<file path="src/rtl/mem_arbiter_if.sv">
// Bundle of requester-side and memory-side signals around the fetch/data memory arbiter.
// The arbiter connects through the slave modport. The requesters and memory model connect
// through the master modport.
interface mem_arbiter_if;
    // Fetch requester
    logic        if_req;
    logic [31:0] if_addr;
    logic [31:0] if_rdata;
    logic        if_valid;
    // Load/store requester
    logic        d_req;
    logic        d_we;
    logic [31:0] d_addr;
    logic [31:0] d_wdata;
    logic [3:0]  d_wstrb;
    logic [31:0] d_rdata;
    logic        d_valid;
    logic        err;
    // Shared memory port
    logic        mem_req;
    logic        mem_we;
    logic [31:0] mem_addr;
    logic [31:0] mem_wdata;
    logic [3:0]  mem_wstrb;
    logic [31:0] mem_rdata;
    logic        mem_ack;

    modport slave (
        input  if_req, if_addr, d_req, d_we, d_addr, d_wdata, d_wstrb, mem_rdata, mem_ack,
        output if_rdata, if_valid, d_rdata, d_valid, err,
               mem_req, mem_we, mem_addr, mem_wdata, mem_wstrb
    );

    modport master (
        output if_req, if_addr, d_req, d_we, d_addr, d_wdata, d_wstrb, mem_rdata, mem_ack,
        input  if_rdata, if_valid, d_rdata, d_valid, err,
               mem_req, mem_we, mem_addr, mem_wdata, mem_wstrb
    );
endinterface

</file>
<file path="src/rtl/mem_arbiter.sv">
// Two-requester arbiter (instruction fetch, load/store) for one shared memory port.
// A transaction goes through IDLE -> BUS -> RESP. A tie goes to the requester that was not
// granted last. A BUS phase that sees no mem_ack within TIMEOUT cycles ends with err set.
module mem_arbiter #(
    parameter int unsigned TIMEOUT = 16
) (
    input logic          clk,
    input logic          rst,
    mem_arbiter_if.slave bus_io
);
    typedef enum logic [1:0] {StIdle, StBus, StResp} state_e;

    localparam logic [7:0] CntLast = 8'(TIMEOUT - 1);

    state_e      state_q;
    logic        gnt_d_q;   // current grant belongs to the data requester
    logic        last_d_q;  // most recent grant went to the data requester
    logic [7:0]  cnt_q;
    logic        mem_req_q;
    logic        mem_we_q;
    logic [31:0] mem_addr_q;
    logic [31:0] mem_wdata_q;
    logic [3:0]  mem_wstrb_q;
    logic [31:0] if_rdata_q;
    logic [31:0] d_rdata_q;
    logic        if_valid_q;
    logic        d_valid_q;
    logic        err_q;

    logic        pick_d;
    logic [31:0] term_rdata;

    // Grant choice in IDLE, and the data returned when BUS terminates (zero on timeout).
    always_comb begin
        pick_d     = bus_io.d_req & (~bus_io.if_req | ~last_d_q);
        term_rdata = bus_io.mem_ack ? bus_io.mem_rdata : 32'h0;
    end

    // Arbitration FSM; all outputs are registered here.
    always_ff @(posedge clk) begin
        if (rst) begin
            state_q     <= StIdle;
            gnt_d_q     <= 1'b0;
            last_d_q    <= 1'b1;  // first tie goes to fetch
            cnt_q       <= 8'd0;
            mem_req_q   <= 1'b0;
            mem_we_q    <= 1'b0;
            mem_addr_q  <= 32'h0;
            mem_wdata_q <= 32'h0;
            mem_wstrb_q <= 4'h0;
            if_rdata_q  <= 32'h0;
            d_rdata_q   <= 32'h0;
            if_valid_q  <= 1'b0;
            d_valid_q   <= 1'b0;
            err_q       <= 1'b0;
        end else begin
            // Valid and err are single-cycle pulses.
            if_valid_q <= 1'b0;
            d_valid_q  <= 1'b0;
            err_q      <= 1'b0;
            unique case (state_q)
                StIdle: begin
                    if (bus_io.if_req || bus_io.d_req) begin
                        gnt_d_q   <= pick_d;
                        last_d_q  <= pick_d;
                        cnt_q     <= 8'd0;
                        mem_req_q <= 1'b1;
                        state_q   <= StBus;
                        if (pick_d) begin
                            mem_addr_q  <= bus_io.d_addr;
                            mem_we_q    <= bus_io.d_we;
                            mem_wdata_q <= bus_io.d_wdata;
                            mem_wstrb_q <= bus_io.d_we ? bus_io.d_wstrb : 4'h0;
                        end else begin
                            mem_addr_q  <= bus_io.if_addr;
                            mem_we_q    <= 1'b0;
                            mem_wdata_q <= 32'h0;
                            mem_wstrb_q <= 4'h0;
                        end
                    end
                end
                StBus: begin
                    // Ack takes priority over a timeout in the same cycle.
                    if (bus_io.mem_ack || (cnt_q == CntLast)) begin
                        if (gnt_d_q) begin
                            d_rdata_q <= term_rdata;
                        end else begin
                            if_rdata_q <= term_rdata;
                        end
                        if_valid_q <= ~gnt_d_q;
                        d_valid_q  <= gnt_d_q;
                        err_q      <= ~bus_io.mem_ack;
                        mem_req_q  <= 1'b0;
                        state_q    <= StResp;
                    end else begin
                        cnt_q <= cnt_q + 8'd1;
                    end
                end
                StResp: begin
                    state_q <= StIdle;
                end
                default: begin
                    state_q <= StIdle;
                end
            endcase
        end
    end

    assign bus_io.mem_req   = mem_req_q;
    assign bus_io.mem_we    = mem_we_q;
    assign bus_io.mem_addr  = mem_addr_q;
    assign bus_io.mem_wdata = mem_wdata_q;
    assign bus_io.mem_wstrb = mem_wstrb_q;
    assign bus_io.if_rdata  = if_rdata_q;
    assign bus_io.if_valid  = if_valid_q;
    assign bus_io.d_rdata   = d_rdata_q;
    assign bus_io.d_valid   = d_valid_q;
    assign bus_io.err       = err_q;
endmodule

</file>
<file path="src/flat_wrapper.sv">
// flat-port wrapper written by rule: the top's interface ports become plain ports
module mem_arbiter_flat 
#(
    parameter int unsigned TIMEOUT = 16
)
  (clk, rst, bus_io_if_req, bus_io_if_addr, bus_io_d_req, bus_io_d_we, bus_io_d_addr, bus_io_d_wdata, bus_io_d_wstrb, bus_io_mem_rdata, bus_io_mem_ack, bus_io_if_rdata, bus_io_if_valid, bus_io_d_rdata, bus_io_d_valid, bus_io_err, bus_io_mem_req, bus_io_mem_we, bus_io_mem_addr, bus_io_mem_wdata, bus_io_mem_wstrb);
  mem_arbiter_if bus_io_i ();
  input logic clk;
  input logic rst;
  input wire logic [$bits(bus_io_i.if_req)-1:0] bus_io_if_req;
  input wire logic [$bits(bus_io_i.if_addr)-1:0] bus_io_if_addr;
  input wire logic [$bits(bus_io_i.d_req)-1:0] bus_io_d_req;
  input wire logic [$bits(bus_io_i.d_we)-1:0] bus_io_d_we;
  input wire logic [$bits(bus_io_i.d_addr)-1:0] bus_io_d_addr;
  input wire logic [$bits(bus_io_i.d_wdata)-1:0] bus_io_d_wdata;
  input wire logic [$bits(bus_io_i.d_wstrb)-1:0] bus_io_d_wstrb;
  input wire logic [$bits(bus_io_i.mem_rdata)-1:0] bus_io_mem_rdata;
  input wire logic [$bits(bus_io_i.mem_ack)-1:0] bus_io_mem_ack;
  output wire logic [$bits(bus_io_i.if_rdata)-1:0] bus_io_if_rdata;
  output wire logic [$bits(bus_io_i.if_valid)-1:0] bus_io_if_valid;
  output wire logic [$bits(bus_io_i.d_rdata)-1:0] bus_io_d_rdata;
  output wire logic [$bits(bus_io_i.d_valid)-1:0] bus_io_d_valid;
  output wire logic [$bits(bus_io_i.err)-1:0] bus_io_err;
  output wire logic [$bits(bus_io_i.mem_req)-1:0] bus_io_mem_req;
  output wire logic [$bits(bus_io_i.mem_we)-1:0] bus_io_mem_we;
  output wire logic [$bits(bus_io_i.mem_addr)-1:0] bus_io_mem_addr;
  output wire logic [$bits(bus_io_i.mem_wdata)-1:0] bus_io_mem_wdata;
  output wire logic [$bits(bus_io_i.mem_wstrb)-1:0] bus_io_mem_wstrb;
  assign bus_io_i.if_req = bus_io_if_req;
  assign bus_io_i.if_addr = bus_io_if_addr;
  assign bus_io_i.d_req = bus_io_d_req;
  assign bus_io_i.d_we = bus_io_d_we;
  assign bus_io_i.d_addr = bus_io_d_addr;
  assign bus_io_i.d_wdata = bus_io_d_wdata;
  assign bus_io_i.d_wstrb = bus_io_d_wstrb;
  assign bus_io_i.mem_rdata = bus_io_mem_rdata;
  assign bus_io_i.mem_ack = bus_io_mem_ack;
  assign bus_io_if_rdata = bus_io_i.if_rdata;
  assign bus_io_if_valid = bus_io_i.if_valid;
  assign bus_io_d_rdata = bus_io_i.d_rdata;
  assign bus_io_d_valid = bus_io_i.d_valid;
  assign bus_io_err = bus_io_i.err;
  assign bus_io_mem_req = bus_io_i.mem_req;
  assign bus_io_mem_we = bus_io_i.mem_we;
  assign bus_io_mem_addr = bus_io_i.mem_addr;
  assign bus_io_mem_wdata = bus_io_i.mem_wdata;
  assign bus_io_mem_wstrb = bus_io_i.mem_wstrb;
  mem_arbiter #(.TIMEOUT(TIMEOUT)) u_core (.clk(clk), .rst(rst), .bus_io(bus_io_i));
endmodule
</file>
<file path="config.mk">
export PLATFORM = sky130hd
export DESIGN_NAME = mem_arbiter_flat
export DESIGN_NICKNAME = d
export VERILOG_FILES = /design/src/rtl/mem_arbiter_if.sv /design/src/rtl/mem_arbiter.sv /design/src/flat_wrapper.sv
export SDC_FILE = /design/constraint.sdc
export NUM_CORES = 1
export LEC_CHECK = 0
export BUFFER_PORTS_ARGS = -buffer_cell sky130_fd_sc_hd__buf_2
export CORE_ASPECT_RATIO = 1.4
export CORE_MARGIN = 4
export CORE_UTILIZATION = 45
export DETAILED_ROUTE_END_ITERATION = 8
export HOLD_SLACK_MARGIN = 0.12
export PLACE_DENSITY = 0.79
export SKIP_CTS_REPAIR_TIMING = 1
export SLEW_MARGIN = 20
export SYNTH_ARGS = -nofsm -noshare
export SYNTH_HDL_FRONTEND = slang
export SYNTH_SLANG_ARGS = --single-unit
</file>
<file path="constraint.sdc">
create_clock -name clk -period 3.9 [get_ports clk]
set_input_delay 0.39 -clock clk [delete_from_list [all_inputs] [get_ports clk]]
set_output_delay 0.39 -clock clk [all_outputs]
set_load 0.05 [all_outputs]
</file>
==> After elaboration in Yosys (flattened, before gate mapping) <==
Cells that the tools add are included.
{ "op_classes": {"add_sub_neg": 1, "multipliers": 0, "div": 0, "n_lt_le_gt_ge": 0, "n_eq_ne": 5, "shift": 0, "n_mux": 15, "bitwise_logic": 8, "n_reduce_logical": 11} }
{ "op_table": {"columns": ["operator", "count"], "rows": [
  ["$mux W32", 3],
  ["$mux W8", 2],
  ["$pmux W8 S2", 1],
  ["$reduce_and A3 Y1", 4],
  ["$add A8 B1 Y8 const B", 1],
  ["$eq A8 B4 Y1 const B", 1],
  ["$mux W4", 2],
  ["$not A1 Y1", 6],
  ["$mux W2", 2],
  ["$ne A2 B1 Y1 const B", 2],
  ["$pmux W2 S2", 1],
  ["$reduce_and A2 Y1", 2],
  ["$mux W1", 3],
  ["$reduce_or A3 Y1", 1],
  ["$eq A2 B1 Y1 const B", 1],
  ["$logic_not A2 Y1", 1],
  ["$logic_or A1 B1 Y1", 2],
  ["$ne A2 B2 Y1 const B", 1],
  ["$pmux W1 S2", 1],
  ["$reduce_bool A2 Y1", 1],
  ["$and A1 B1 Y1", 1],
  ["$or A1 B1 Y1", 1]
]} }
{ "totals": {"reg_bits": 149, "latch_bits": 0, "mem_bits_rw": 0, "mem_bits_ro": 0, "input_bits": 138, "out_inout_bits": 137, "word_cells": 54, "n_memories": 0} }

==> Longest topological paths before layout <==
{ "logic_depth": {"ltp_word": 4, "ltp_mapped": 7, "depth_no_buf": 6} }

==> Worst setup path after synthesis <==
Ideal clock, no wire load.
{ "synth_path": {"path_type": "register to register", "start": "register u_core.cnt_q[4]", "end": "register u_core.if_rdata_q[0], in the netlist u_core.bus_io.if_rdata[0]", "setup_time_ps": 117, "arrival_ps": 1514, "t_required_ps": 3783, "slack_ps": 2269, "stages_incl_launch_ff": 6, "path_buffers": 1, "period_less_slack_ps": 1631, "cell_sequence": "dfxtp_1 or4_4 o21bai_2 a21oi_2 buf_2 a32o_1"} }
{ "synth_via": {"elab_chain_cells": 3} }
{ "synth_rtl": {"columns": ["element", "line", "rtl"], "rows": [
  ["from (decl)", "mem_arbiter.sv:18", "logic [7:0] cnt_q;"],
  ["from (signal assigned)", "mem_arbiter.sv:96", "cnt_q <= cnt_q + 8'd1;"],
  ["$eq A8 B4 Y1", "mem_arbiter.sv:84", "if (bus_io.mem_ack || (cnt_q == CntLast)) begin"],
  ["$logic_or A1 B1 Y1", "mem_arbiter.sv:84", null],
  ["$reduce_and A3 Y1 (no line)", null, null],
  ["to (signal assigned)", "mem_arbiter.sv:88", "if_rdata_q <= term_rdata;"],
  ["to (decl)", "mem_arbiter.sv:24", "logic [31:0] if_rdata_q;"]
]} }
No other way between the ends.
A chain may end at the register's enable or synchronous reset.

==> Worst setup path in the final report <==
{ "layout_path": {"start": "register u_core.cnt_q[4]", "end": "register u_core.cnt_q[0]"} }
{ "layout_via": {"elab_chain_cells": 4} }
{ "layout_rtl": {"columns": ["element", "line"], "rows": [
  ["$eq A8 B4 Y1", "mem_arbiter.sv:84"],
  ["$logic_or A1 B1 Y1", "mem_arbiter.sv:84"],
  ["$ne A2 B2 Y1 (no line)", null],
  ["$reduce_and A3 Y1 (no line)", null]
]} }
No other way between the ends.

==> flow_summary_export.csv <==
group,metric,value,unit
die,die_area,13800,um^2
placement,dp.cells,881,
logic_synthesis,synth_cells,505,
setup_path,reg2reg_to,"u_core.cnt_q[0]",
setup_path,r2r_setup_slack,1.87,ns
setup_path,r2r_cells,4,
pwr,p_leak,0.00349,uW
clock_network,clock_path_buffers,2,
global_routing,grt_max_degree,72,
logic_synthesis,synthArstFlopShare,0,
die,io_pins,275,
timing,tns,0,ns
logic_synthesis,ys_types,41,
finish,post-route-util,0.651,
timing,slew_headroom,0.486,
timing,hold_viol,0,
timing,rsz0062_at_grt,"no",
pwr,power.density,550,nW/um^2
die,fp.dieW,100,um
routing,avgViaCountPerCell,5.59,
routing,wl_per_cell,17.6,um
logic_synthesis,synth_ff_type,"dfxtp_1",
timing,min_period,2.03,ns
finish,n_fill_cell,952,
routing,ant_nets,0,
clock_network,numCtsBuffers,17,
clock_network,cts_root_buf,"clkbuf_16",
global_routing,grt_pass1_vias,4926,
setup_path,start_kind,"flop",
routing,drc,0,
clock_network,clock_latency,0.41,ns
clock_network,cts_tree,"done",
routing,num_vias,5110,
clock_network,path_clk_slew,0.06,ns
logic_synthesis,syn-num-nets,644,
hold_path,hp-class,"input pin to flop",
die,die_h,137,um
timing,fmax,492,MHz
global_routing,grt_pass1_wl,24300,um
hold_path,whs_path_depth,3,
setup_path,worstPathRequired,4.18,ns
job,maxCapViolCount,0,
placement,dp.final_hpwl,11500,um
hold_path,min_to,"u_core.bus_io.mem_wdata[3]",
clock_network,cts.sink_count,149,
timing,period_share,0.521,
routing,drt_iter0_markers,225,
die,start_util,0.466,
setup_path,path_max_fanout,13,
setup_path,crit_type,"flop to flop",
setup_path,critPathArrivalTime,2.31,ns
logic_synthesis,syn-cell-area,5360,um^2
die,core,11500,um^2
timing,skew,0.0103,ns
finish,fin_cells,914,
timing,worstMarginPinSlew,0.765,ns
setup_path,endpoint_kind,"flop",
finish,synthToLayoutAreaGrowth,39.7,%
placement,port_buffers,274,
logic_synthesis,syn_avg_cell_area,10.6,um^2
finish,antenna_cells,0,
finish,register_area,2980,um^2
global_routing,overflow,0,
logic_synthesis,synth-seq-cells,149,
timing,slew_violations,0,
placement,gp_congestion,0.832,
pwr,vdd_ir_drop_max,307,uV
logic_synthesis,yosysSeqAreaShare,0.556,
logic_synthesis,synth_edf_count,0,
die,fp-row-count,46,
routing,drt_pre_antenna_iters,5,
finish,layout.nets,896,
run_status,status,"completed",
finish,multiInputGateArea,2210,um^2
logic_synthesis,synth_warnings,0,
setup_path,r2r-start,"u_core.cnt_q[4]",
clock_network,htreeDepth,4,
global_routing,grt_use_total,0.221,
hold_path,min-delay-start,"bus_io_d_wdata[3]",
timing,setup_violations,0,
global_routing,antenna_found_initial,0,
routing,wl,16100,um
finish,drive_gt1_frac,0.426,
cells in the mapped netlist, types with 2 or more instances:
master / count / area, um^2
clkbuf_1: 36 / 135
or4_1: 2 / 15.0
nor2b_1: 2 / 12.5
o21ai_1: 3 / 15.0
o21ai_0: 2 / 10.0
and2_1: 3 / 18.8
a32o_1: 64 / 641
nor2_1: 74 / 278
nand3b_1: 2 / 15.0
a21oi_2: 2 / 17.5
a21oi_1: 10 / 50.1
o211ai_1: 2 / 15.0
a211oi_1: 33 / 248
dfxtp_1: 149 / 2980
nand3_1: 10 / 50.1
a22oi_1: 32 / 240
nand2_1: 8 / 30.0
or3_1: 2 / 12.5
mux2i_1: 33 / 330
o31ai_1: 2 / 15.0
buf_2: 14 / 70.1
power breakdown:
group          internal [uW]  total [uW]  switching (uW)
clock network           1140        1770             638
logic                    200         704             504
registers               1600        1650            43.7
total                   2940        4120            1190
through the flow:
stage	hold slack (ns)	power, uW	instance area (um^2)	setup WS, ns
after CTS	0.205	4150	7460	1.90
final	0.224	4120	7490	1.87
after detailed placement	0.446	2370	6810	1.84
after floorplan	0.430	2160	5360	2.27
after global placement	0.438	2360	6810	1.98
after global routing	0.220	4280	7490	1.64
state kept, by name (all words and copies together), names as in the netlist:
register,cells
u_core.bus_io.mem_we,1
u_core.state_q,2
u_core.bus_io.err,1
u_core.gnt_d_q,1
u_core.bus_io.mem_wdata,32
u_core.bus_io.d_valid,1
u_core.bus_io.mem_req,1
u_core.cnt_q,8
u_core.bus_io.if_rdata,32
u_core.bus_io.if_valid,1
u_core.bus_io.mem_addr,32
u_core.bus_io.mem_wstrb,4
u_core.last_d_q,1
u_core.bus_io.d_rdata,32
kinds of logic (layout without fill, tap and decap cells):
| family | after synthesis | count (layout) | synth area share |
|---|---|---|---|
| flip-flops | 149 | 149 | 0.556 |
| AND/OR/NAND/NOR | 114 | 114 | 0.0973 |
| AO/OA/AOI/OAI | 156 | 156 | 0.243 |
| buffers and inverters | 52 | 317 | 0.0397 |
| multiplexers | 33 | 33 | 0.0616 |
| adder cells (fa/ha/maj) | 1 | 1 | 0.00233 |
worst max-delay path by stage:
stage / start / to
3_5_place_dp: bus_io_d_req / u_core.bus_io.mem_wdata[26]
2_1_floorplan: u_core.cnt_q[4] / u_core.bus_io.if_rdata[0]
3_3_place_gp: bus_io_d_req / u_core.bus_io.mem_wdata[21]
5_1_grt: u_core.cnt_q[0] / u_core.cnt_q[0]
6_report: u_core.cnt_q[4] / u_core.cnt_q[0]
4_1_cts: u_core.cnt_q[4] / u_core.cnt_q[0]
metal layers:
layer | global-route usage | vias to the layer above | wire length [um]
li1 | - | 2421 | -
met3 | 0.0627 | 37 | 1370
met4 | 0.103 | 0 | 436
met1 | 0.241 | 2409 | 6000
met5 | 0 | - | 0
met2 | 0.390 | 243 | 8240
final cells by class:
cell class / instances / share of cell area
timing repair buffer: 283 / 0.195
clock buffer: 20 / 0.0623
tap: 144 / 0.0240
clock inverter: 12 / 0.0255
multi-input combinational: 304 / 0.294
inverter: 2 / 0.00100
sequential: 149 / 0.398
worst max-delay path, cell delays in order (launching register included):
cell and delay, ns:
dfxtp_1 0.36, or4_4 0.57, o21ai_1 0.63, nand4b_1 0.20
o31ai_1 0.15
cell usage in the layout, fill, tap and decap left out, types with 2 or more instances in the layout:
| cell | n |
|---|---|
| a211oi_1 | 33 |
| a21oi_1 | 10 |
| a21oi_2 | 2 |
| a22oi_1 | 32 |
| a32o_1 | 64 |
| and2_1 | 3 |
| buf_2 | 274 |
| buf_4 | 8 |
| bufinv_16 | 4 |
| clkbuf_16 | 17 |
| clkbuf_8 | 3 |
| clkinv_4 | 4 |
| dfxtp_1 | 149 |
| inv_6 | 2 |
| mux2i_1 | 33 |
| nand2_1 | 8 |
| nand3_1 | 10 |
| nand3b_1 | 2 |
| nor2_1 | 73 |
| o211ai_1 | 2 |
| o21ai_1 | 3 |
| o31ai_1 | 2 |
| or3_1 | 2 |
| or4_1 | 2 |
Note: power is estimated with default switching activity, not from simulation.
